## src/rtl/alu_pkg.sv

```systemverilog
// Shared ALU definitions: function codes, flag bit positions, sequencer states
// and the function-code classification helpers.
package alu_pkg;

    localparam logic [5:0] FUNC_ADD  = 6'b100000;
    localparam logic [5:0] FUNC_SUB  = 6'b100010;
    localparam logic [5:0] FUNC_MUL  = 6'b011000;
    localparam logic [5:0] FUNC_DIV  = 6'b011010;
    localparam logic [5:0] FUNC_AND  = 6'b100100;
    localparam logic [5:0] FUNC_OR   = 6'b100101;
    localparam logic [5:0] FUNC_NOT  = 6'b100111;
    localparam logic [5:0] FUNC_BRFL = 6'b111111;
    localparam logic [5:0] IDLE_FUNC = 6'b000000;

    localparam int FLAG_ABOVE    = 2;
    localparam int FLAG_EQUALS   = 1;
    localparam int FLAG_OVERFLOW = 0;

    typedef enum logic [1:0] {
        ST_IDLE  = 2'd0,
        ST_ISSUE = 2'd1,
        ST_EXEC  = 2'd2,
        ST_RESP  = 2'd3
    } state_t;

    function automatic logic func_supported(input logic [5:0] func);
        case (func)
            FUNC_ADD, FUNC_SUB, FUNC_MUL, FUNC_DIV,
            FUNC_AND, FUNC_OR, FUNC_NOT, FUNC_BRFL: func_supported = 1'b1;
            default:                                func_supported = 1'b0;
        endcase
    endfunction

    // Only the arithmetic group produces architecturally meaningful flags.
    function automatic logic func_sets_flags(input logic [5:0] func);
        case (func)
            FUNC_ADD, FUNC_SUB, FUNC_MUL, FUNC_DIV: func_sets_flags = 1'b1;
            default:                                func_sets_flags = 1'b0;
        endcase
    endfunction

endpackage

```

## src/rtl/alu_sequencer_if.sv

```systemverilog
// Bundle of the request/response channels, flag register and ALU-facing signals
// around the sequencer; slave is the sequencer side, master its environment.
interface alu_sequencer_if;

    logic        req_valid;
    logic        req_ready;
    logic [5:0]  req_func;
    logic [31:0] req_op1;
    logic [31:0] req_op2;

    logic        rsp_valid;
    logic        rsp_ready;
    logic [31:0] rsp_result;
    logic [2:0]  rsp_flags;
    logic        rsp_error;

    logic        flags_clear;
    logic [2:0]  flags;

    logic [31:0] alu_op1;
    logic [31:0] alu_op2;
    logic [5:0]  alu_func;
    logic [2:0]  alu_flags_in;
    logic [31:0] alu_result;
    logic [2:0]  alu_flags_out;

    modport slave (
        input  req_valid, req_func, req_op1, req_op2,
        input  rsp_ready, flags_clear, alu_result, alu_flags_out,
        output req_ready, rsp_valid, rsp_result, rsp_flags, rsp_error,
        output flags, alu_op1, alu_op2, alu_func, alu_flags_in
    );

    modport master (
        output req_valid, req_func, req_op1, req_op2,
        output rsp_ready, flags_clear, alu_result, alu_flags_out,
        input  req_ready, rsp_valid, rsp_result, rsp_flags, rsp_error,
        input  flags, alu_op1, alu_op2, alu_func, alu_flags_in
    );

endinterface

```

## src/rtl/alu_sequencer.sv

```systemverilog
// Drives one operation at a time into the combinational ALU, waits for it to settle,
// captures the result and returns it; also owns the architectural flag register.
module alu_sequencer #(
    parameter int unsigned WAIT_CYCLES = 1,
    parameter logic [5:0]  IDLE_FUNC   = alu_pkg::IDLE_FUNC
) (
    input logic            clock,
    input logic            reset,
    alu_sequencer_if.slave bus
);
    import alu_pkg::*;

    localparam int CNT_W = (WAIT_CYCLES > 1) ? $clog2(WAIT_CYCLES) : 1;
    localparam logic [CNT_W-1:0] CNT_LAST = CNT_W'(WAIT_CYCLES - 1);

    state_t           state_q, state_d;
    logic [31:0]      op1_q, op1_d;
    logic [31:0]      op2_q, op2_d;
    logic [5:0]       func_q, func_d;
    logic [CNT_W-1:0] cnt_q, cnt_d;
    logic [31:0]      result_q, result_d;
    logic [2:0]       rsp_flags_q, rsp_flags_d;
    logic             error_q, error_d;
    logic [2:0]       flags_q, flags_d;
    logic             capture;

    assign capture = (state_q == ST_EXEC) && (cnt_q == CNT_LAST);

    // A clear always beats a coinciding capture.
    always_comb begin
        flags_d = flags_q;
        if (bus.flags_clear) begin
            flags_d = 3'b000;
        end else if (capture && func_sets_flags(func_q)) begin
            flags_d = bus.alu_flags_out;
        end
    end

    // Unsupported codes still pass through ISSUE (with the ALU parked) so the
    // error response appears one cycle after acceptance.
    always_comb begin
        state_d     = state_q;
        op1_d       = op1_q;
        op2_d       = op2_q;
        func_d      = func_q;
        cnt_d       = cnt_q;
        result_d    = result_q;
        rsp_flags_d = rsp_flags_q;
        error_d     = error_q;
        case (state_q)
            ST_IDLE: begin
                if (bus.req_valid) begin
                    if (func_supported(bus.req_func)) begin
                        op1_d  = bus.req_op1;
                        op2_d  = bus.req_op2;
                        func_d = bus.req_func;
                    end else begin
                        error_d  = 1'b1;
                        result_d = 32'd0;
                    end
                    state_d = ST_ISSUE;
                end
            end
            ST_ISSUE: begin
                if (error_q) begin
                    rsp_flags_d = flags_d;
                    state_d     = ST_RESP;
                end else begin
                    cnt_d   = '0;
                    state_d = ST_EXEC;
                end
            end
            ST_EXEC: begin
                if (capture) begin
                    result_d    = bus.alu_result;
                    rsp_flags_d = flags_d;
                    state_d     = ST_RESP;
                end else begin
                    cnt_d = cnt_q + CNT_W'(1);
                end
            end
            ST_RESP: begin
                if (bus.rsp_ready) begin
                    error_d = 1'b0;
                    state_d = ST_IDLE;
                end
            end
            default: state_d = ST_IDLE;
        endcase
    end

    always_ff @(posedge clock or posedge reset) begin
        if (reset) begin
            state_q     <= ST_IDLE;
            op1_q       <= 32'd0;
            op2_q       <= 32'd0;
            func_q      <= IDLE_FUNC;
            cnt_q       <= '0;
            result_q    <= 32'd0;
            rsp_flags_q <= 3'b000;
            error_q     <= 1'b0;
            flags_q     <= 3'b000;
        end else begin
            state_q     <= state_d;
            op1_q       <= op1_d;
            op2_q       <= op2_d;
            func_q      <= func_d;
            cnt_q       <= cnt_d;
            result_q    <= result_d;
            rsp_flags_q <= rsp_flags_d;
            error_q     <= error_d;
            flags_q     <= flags_d;
        end
    end

    assign bus.req_ready    = (state_q == ST_IDLE);
    assign bus.rsp_valid    = (state_q == ST_RESP);
    assign bus.rsp_result   = result_q;
    assign bus.rsp_flags    = rsp_flags_q;
    assign bus.rsp_error    = error_q;
    assign bus.flags        = flags_q;
    assign bus.alu_flags_in = flags_q;
    assign bus.alu_op1      = op1_q;
    assign bus.alu_op2      = op2_q;
    assign bus.alu_func     = (state_q == ST_EXEC) ? func_q : IDLE_FUNC;

endmodule

```

## src/flat_wrapper.sv

```systemverilog
// flat-port wrapper written by rule: the top's interface ports become plain ports
module alu_sequencer_flat import alu_pkg::*;
#(
    parameter int unsigned WAIT_CYCLES = 1,
    parameter logic [5:0]  IDLE_FUNC   = alu_pkg::IDLE_FUNC
)
  (clock, reset, bus_req_valid, bus_req_func, bus_req_op1, bus_req_op2, bus_rsp_ready, bus_flags_clear, bus_alu_result, bus_alu_flags_out, bus_req_ready, bus_rsp_valid, bus_rsp_result, bus_rsp_flags, bus_rsp_error, bus_flags, bus_alu_op1, bus_alu_op2, bus_alu_func, bus_alu_flags_in);
  alu_sequencer_if bus_i ();
  input logic clock;
  input logic reset;
  input wire logic [$bits(bus_i.req_valid)-1:0] bus_req_valid;
  input wire logic [$bits(bus_i.req_func)-1:0] bus_req_func;
  input wire logic [$bits(bus_i.req_op1)-1:0] bus_req_op1;
  input wire logic [$bits(bus_i.req_op2)-1:0] bus_req_op2;
  input wire logic [$bits(bus_i.rsp_ready)-1:0] bus_rsp_ready;
  input wire logic [$bits(bus_i.flags_clear)-1:0] bus_flags_clear;
  input wire logic [$bits(bus_i.alu_result)-1:0] bus_alu_result;
  input wire logic [$bits(bus_i.alu_flags_out)-1:0] bus_alu_flags_out;
  output wire logic [$bits(bus_i.req_ready)-1:0] bus_req_ready;
  output wire logic [$bits(bus_i.rsp_valid)-1:0] bus_rsp_valid;
  output wire logic [$bits(bus_i.rsp_result)-1:0] bus_rsp_result;
  output wire logic [$bits(bus_i.rsp_flags)-1:0] bus_rsp_flags;
  output wire logic [$bits(bus_i.rsp_error)-1:0] bus_rsp_error;
  output wire logic [$bits(bus_i.flags)-1:0] bus_flags;
  output wire logic [$bits(bus_i.alu_op1)-1:0] bus_alu_op1;
  output wire logic [$bits(bus_i.alu_op2)-1:0] bus_alu_op2;
  output wire logic [$bits(bus_i.alu_func)-1:0] bus_alu_func;
  output wire logic [$bits(bus_i.alu_flags_in)-1:0] bus_alu_flags_in;
  assign bus_i.req_valid = bus_req_valid;
  assign bus_i.req_func = bus_req_func;
  assign bus_i.req_op1 = bus_req_op1;
  assign bus_i.req_op2 = bus_req_op2;
  assign bus_i.rsp_ready = bus_rsp_ready;
  assign bus_i.flags_clear = bus_flags_clear;
  assign bus_i.alu_result = bus_alu_result;
  assign bus_i.alu_flags_out = bus_alu_flags_out;
  assign bus_req_ready = bus_i.req_ready;
  assign bus_rsp_valid = bus_i.rsp_valid;
  assign bus_rsp_result = bus_i.rsp_result;
  assign bus_rsp_flags = bus_i.rsp_flags;
  assign bus_rsp_error = bus_i.rsp_error;
  assign bus_flags = bus_i.flags;
  assign bus_alu_op1 = bus_i.alu_op1;
  assign bus_alu_op2 = bus_i.alu_op2;
  assign bus_alu_func = bus_i.alu_func;
  assign bus_alu_flags_in = bus_i.alu_flags_in;
  alu_sequencer #(.WAIT_CYCLES(WAIT_CYCLES), .IDLE_FUNC(IDLE_FUNC)) u_core (.clock(clock), .reset(reset), .bus(bus_i));
endmodule
```

## config.mk

```make
export PLATFORM = sky130hd
export DESIGN_NAME = alu_sequencer_flat
export DESIGN_NICKNAME = d
export VERILOG_FILES = /design/src/rtl/alu_pkg.sv /design/src/rtl/alu_sequencer_if.sv /design/src/rtl/alu_sequencer.sv /design/src/flat_wrapper.sv
export SDC_FILE = /design/constraint.sdc
export NUM_CORES = 1
export LEC_CHECK = 0
export BUFFER_PORTS_ARGS = -buffer_cell sky130_fd_sc_hd__buf_4
export CAP_MARGIN = 20
export CORE_ASPECT_RATIO = 1.5
export CORE_UTILIZATION = 40
export CTS_BUF_LIST = sky130_fd_sc_hd__clkbuf_4 sky130_fd_sc_hd__clkbuf_8 sky130_fd_sc_hd__clkbuf_16
export CTS_CLUSTER_DIAMETER = 120
export CTS_CLUSTER_SIZE = 16
export DETAILED_ROUTE_END_ITERATION = 6
export PLACE_DENSITY = 0.71
export SLEW_MARGIN = 15
export SYNTH_ARGS = -nofsm -noshare
export SYNTH_HDL_FRONTEND = slang
export SYNTH_SLANG_ARGS = --single-unit
```

## constraint.sdc

```tcl
create_clock -name clock -period 8 [get_ports clock]
set_input_delay 0.8 -clock clock [delete_from_list [all_inputs] [get_ports clock]]
set_output_delay 0.8 -clock clock [all_outputs]
set_load 0.01 [all_outputs]
```

==> reports/qor.yml, run 1 <==
status: "finished clean"
nFillCells: 1076
finClkSkew_ns: 0.00811
routed.top_layer: "met4"
drt_wl_total_mm: 14.3
syn_inst: 413
start_util_pct: 41.0
dieHeight_um: 141
track_usage_pct: 21.2
ant_nets: 0
power_frac_clock_pct: 16.6
cap_violations: 0
routed_via_density: 5.68
clock_sinks: 112
firstDrtPassIters: 4
synth_edf_count: 0
arrival_ns: 3.00
intPower_mw: 1.67
nets: 730
combPwrFrac_pct: 45.7
die-area_um2: 13300
die_w_um: 94.5
wire_per_inst_um: 18.3
area_delta_synth_final_pct: 40.2
hold_class: "in2async"
start_kind: "input pin"
crit_path_end_kind: "flop"
power.leakage_nw: 3.50
worst_path_largest_cell_delay_ns: 0.68
synthTopCellsByArea: "dfrtp_1 55%, mux2_1 15%, a32oi_1 5.5%, o211ai_1 4.8%, nand4_1 4.0%"
irDropWorstVdd_mv: 0.242
dr_wl_met2_mm: 7.38
drt_iter0_drc: 114
wl_met3_mm: 1.13
switchingPower_mw: 0.990
path_clk_slew_ns: 0.08
drc: 0
cpMostUsedCell: "buf_4"
drv_slew: 0
synth_top_area_cell: "dfrtp_1"
critical_path.cell_chain: "buf_4 > and3_1 > o2111a_1 > buf_4 > o211ai_4 > buf_4 > mux2_1"
clk_latency_ns: 0.34
ys_top_cells_by_count: "112 x dfrtp_1, 70 x mux2_1, 33 x nand4_1, 33 x o211ai_1"
synth_top_area_share_pct: 54.6
cp_max_fo: 70
antenna_cells: 0
cts-resized-gates: 0
cts_buffer_depth: 2
min_period_ns: 2.77
syn_avg_cell_area_um2: 12.4
netlist_area_um2: 5130
fmax_mhz: 361
r2r_slack_ns: 5.36
root_buffer: "clkbuf_16"
seqPwrFrac_pct: 37.7
synth_seq_cells: 112
antenna_found_initial: 0
synthMostInstantiatedCell: "dfrtp_1"
place_hpwl_mm: 10.1
critPathKind: "in2reg"
post-cts-setup-buffers: 0
rows: 50
setup_viol: 0
port_buffers: 223
cp_num_buf_inv: 3
grt_pass1_vias: 4389
gp_congestion: 0.723
crit_family: "buffers and inverters"
vias: 4416
synth_nets: 527
cts_buffers: 9
ios: 224
worstMarginPinSlew_ns: 0.909
cts_tree: "built"
drive_above_1_share_pct: 41.5
cts_max_level: 3
grt_max_degree: 73
fin_crit_sh_pct: 34.6
powerDensity_nw_per_um2: 369
ys_seq_area_share_pct: 54.6
yosysWarnings: 0
overflow: 0
crit_slowest_cell: "buf_4"
grt_pass1_wl_mm: 22.2
core_area_um2: 12500
required_ns: 8.23
synthFlopType: "dfrtp_1"
holdBufCountCts: 0
swShare_pct: 37.3
synth_cell_type_count: 38
max_slew_margin_pct: 39.4
post-route-util_pct: 57.6
timing.final.hold_violations: 0
async_reset_ff_share_pct: 100
wl_met1_mm: 5.60
rsz0062_at_grt: "no"
setup-tns-final_ns: 0
==> per-layer routing <==
metal | track usage (%) | vias to the layer above
met2 | 36.8 | 222
met5 | 0 | -
met1 | 25.7 | 2178
met3 | 4.64 | 13
li1 | - | 2003
met4 | 7.02 | 0
==> area by class of cell <==
type                    count  area (µm²)  share of cell area [%]
flip-flops and latches    112        2800                    38.9
well taps                 156         195                    2.71
repair buffers            233        1780                    24.7
clock buffers              10         233                    3.23
clock inverters             6        62.6                   0.869
inverters                   6        25.0                   0.348
multi-input cells         254        2110                    29.2
==> sequential cells by signal, summed over array words and instances (netlist names), 2 cells and up <==
register                 cells
u_core.bus.alu_flags_in      3
u_core.state_q               2
u_core.bus.rsp_flags         3
u_core.bus.rsp_result       32
u_core.bus.alu_op1          32
u_core.func_q                6
u_core.bus.alu_op2          32
==> placed cells by master (no fill, tap or decap), types with 8 or more instances in the layout <==
| cell | n |
|---|---|
| buf_4 | 231 |
| dfrtp_1 | 112 |
| mux2_1 | 70 |
| nand4_1 | 33 |
| o211ai_1 | 33 |
| a32oi_1 | 32 |
| nand3_1 | 32 |
| clkbuf_16 | 9 |
| nand2_1 | 8 |
==> metrics by stage <==
stage	total power [mW]	cell area [µm²]	hold slack (ns)	setup slack [ns]	instances
global placement	2.15	6860	0.467	4.93	759
floorplan	1.61	5130	0.456	4.24	413
finish	2.66	7200	0.489	5.23	777
global route	2.84	7200	0.511	5.17	777
CTS	2.68	7190	0.494	5.25	776
detailed placement	2.23	6890	0.477	4.88	760
==> cell families (layout without fill, tap and decap cells) <==
family	Yosys count	count (layout)	share of synthesized area (%)
buffers and inverters	47	255	4.68
and+or+nand+nor	94	94	10.0
adders and majority gates	4	4	0.975
muxes	74	74	16.2
AOI/OAI and AO/OA	82	82	13.6
DFF	112	112	54.6
==> power by group through the flow <==
stage	Clock, mW	Combinational (mW)	Sequential (mW)
2_1_floorplan	0	0.514	1.09
3_3_place_gp	0	1.16	0.995
3_5_place_dp	0	1.22	1.01
4_1_cts	0.456	1.22	1.00
5_1_grt	0.479	1.32	1.04
6_report	0.441	1.22	1.00
==> final timing paths <==
check / endpoint / start / depth (start not counted)
min reg2reg: u_core.func_q[1] / u_core.func_q[1] / 1
min: u_core.bus.alu_op1[28] / reset / 2
max reg2reg: u_core.state_q[1] / u_core.state_q[0] / 7
min in group clock: u_core.func_q[1] / u_core.func_q[1] / 1
max in group asynchronous: u_core.bus.alu_op1[17] / reset / 3
max: u_core.bus.alu_op1[22] / bus_req_func[4] / 7
(Power assumes the default switching activity.)
==> run 2: changes to the inputs <==
--- a/config.mk
+++ b/config.mk
@@ -13,7 +13,7 @@
 export CTS_CLUSTER_DIAMETER = 120
 export CTS_CLUSTER_SIZE = 16
 export DETAILED_ROUTE_END_ITERATION = 6
-export PLACE_DENSITY = 0.71
+export PLACE_DENSITY = 0.74
 export SLEW_MARGIN = 15
 export SYNTH_ARGS = -nofsm -noshare
 export SYNTH_HDL_FRONTEND = slang
==> constraint.sdc (replaced) <==
create_clock -name clock -period 2.25 [get_ports clock]
set_input_delay 0.225 -clock clock [delete_from_list [all_inputs] [get_ports clock]]
set_output_delay 0.225 -clock clock [all_outputs]
set_load 0.01 [all_outputs]
==> run 2 against run 1 <==
The flow now finishes with violations (negative hold slack). Via count increased by 0.34%. Non-clock buffer count is 4 higher. Clock power grew to 3.7 times the previous value. Hold slack got worse by 0.50 ns. Register-to-register slack got worse by 5.2 ns. Critical path type is now reg2reg. Largest cell class unchanged.
==> reports/qor.yml, run 2 (synthesized netlist as in run 1, its figures left out) <==
status: "complete, but fails checks"
violations: "negative hold slack"
rr_startpoint: "u_core.state_q[0]"
setup_viol: 0
post-route-util_pct: 58.1
holdWs_ns: -0.0114
power_frac_clock_pct: 17.2
dieHeight_um: 141
wire_per_inst_um: 18.1
rsz0062_at_grt: "no"
reg2reg_to: "u_core.bus.rsp_result[2]"
grt_max_degree: 71
firstDrtPassIters: 6
swShare_pct: 36.7
fin_crit_sh_pct: 91.9
port_buffers: 223
critPathKind: "reg2reg"
cts_buffer_depth: 2
ff2ff_path_depth: 7
root_buffer: "clkbuf_16"
gp_congestion: 0.759
drv_slew: 0
arrival_ns: 2.28
required_ns: 2.47
ios: 224
final_cell_mix: "233 x buf_4, 112 x dfrtp_1, 70 x mux2_1"
finClkSkew_ns: 0.00781
hold_class: "in2async"
track_usage_pct: 21.6
drt_iter0_drc: 222
cap_violations: 0
cp_max_fo: 32
overflow: 0
seqPwrFrac_pct: 37.3
power.leakage_nw: 3.54
start_kind: "flop"
rows: 50
nets: 734
drive_above_1_share_pct: 41.9
crit_path_end_kind: "flop"
mostFrequentLayoutCell: "buf_4"
core_area_um2: 12500
start_util_pct: 41.0
min_period_ns: 2.07
cts_buffers: 9
p_total_mw: 9.61
worst_path_largest_cell_delay_ns: 0.43
holdBufCountCts: 0
intPower_mw: 6.09
grt_pass1_wl_mm: 22.7
combPwrFrac_pct: 45.5
timing.final.hold_violations: 12
cts_tree: "built"
routed_via_density: 5.67
switchingPower_mw: 3.53
die-area_um2: 13300
drc: 0
antenna_cells: 0
clk_latency_ns: 0.34
vias: 4431
powerDensity_nw_per_um2: 1320
cts_max_level: 3
setup-tns-final_ns: 0
ant_nets: 0
post-cts-setup-buffers: 0
grt_pass1_vias: 4557
antenna_found_initial: 0
critical_path.cell_chain: "inv_1 > ha_1 > nor2b_1 > a211o_1 > buf_4 > a32oi_1 > nand3_1"
crit_slowest_cell: "dfrtp_1"
path_clk_slew_ns: 0.08
drt_wl_total_mm: 14.2
fin_ws_ns: 0.183
fmax_mhz: 484
area_delta_synth_final_pct: 41.6
r2r_slack_ns: 0.18
pre_cts_slack_ns: 0.247
cts-resized-gates: 0
worstMarginPinSlew_ns: 0.542
die_w_um: 94.5
max_slew_margin_pct: 63.8
irDropWorstVdd_mv: 0.770
place_hpwl_mm: 10.2
clock_sinks: 112
run 2: changes by cell type in the layout (fill, tap and decap cells not counted), sizes merged:
| cell | previous run | this run |
|---|---|---|
| inv | 7 | 5 |
| clkinv | 5 | 4 |
| clkbuf | 10 | 11 |
| bufinv | 0 | 1 |
| clkinvlp | 0 | 1 |
| buf | 233 | 237 |
run 2: layout make-up:
cell class                      instances  area (µm²)
Sequential cell                       112        2800
Clock buffer                           11         246
Tap cell                              156         195
Timing Repair Buffer                  237        1830
Fill cell                            1078        5240
Clock inverter                          5        65.1
Multi-Input combinational cell        254        2110
Inverter                                6        26.3
run 2: worst max path at each step:
stage,endpoint,depth (start not counted),slack [ns],startpoint
6_report,u_core.bus.rsp_result[2],7,0.18,u_core.state_q[0]
5_1_grt,u_core.bus.rsp_result[2],7,0.08,u_core.state_q[0]
4_1_cts,u_core.bus.rsp_result[2],7,0.21,u_core.state_q[0]
3_5_place_dp,u_core.bus.rsp_result[2],7,0.25,u_core.state_q[0]
3_3_place_gp,u_core.bus.alu_op2[0],6,0.36,bus_req_func[4]
2_1_floorplan,u_core.state_q[1],6,0.22,u_core.state_q[0]
run 2: metrics by stage:
step	instance area [µm²]	cells
5_1_grt	7270	781
3_3_place_gp	6960	765
6_report	7270	781
4_1_cts	7270	781
3_5_place_dp	6960	765
2_1_floorplan	5140	413
run 2: power by group through the flow:
stage / Combinational, mW / Clock, mW / Sequential [mW]
after floorplan: 1.83 / 0 / 3.89
after CTS: 4.42 / 1.70 / 3.59
after global placement: 4.24 / 0 / 3.57
final: 4.38 / 1.65 / 3.58
after global routing: 4.76 / 1.77 / 3.70
after detailed placement: 4.41 / 0 / 3.62
run 2: critical path, delay by kind of cell, from the launching register on:
| family | cells | cell delay [ns] |
|---|---|---|
| buffers and inverters | 2 | 0.33 |
| DFF | 1 | 0.43 |
| adders and majority gates | 1 | 0.30 |
| AOI/OAI and AO/OA | 2 | 0.52 |
| and+or+nand+nor | 2 | 0.33 |
run 2: metal layers:
metal	up-vias	GRT usage [%]	part of all wire, %
met5	-	0	0
met4	0	7.50	1.2
met3	18	5.29	8.3
met2	221	38.4	54
met1	2191	24.9	37
li1	2001	-	-
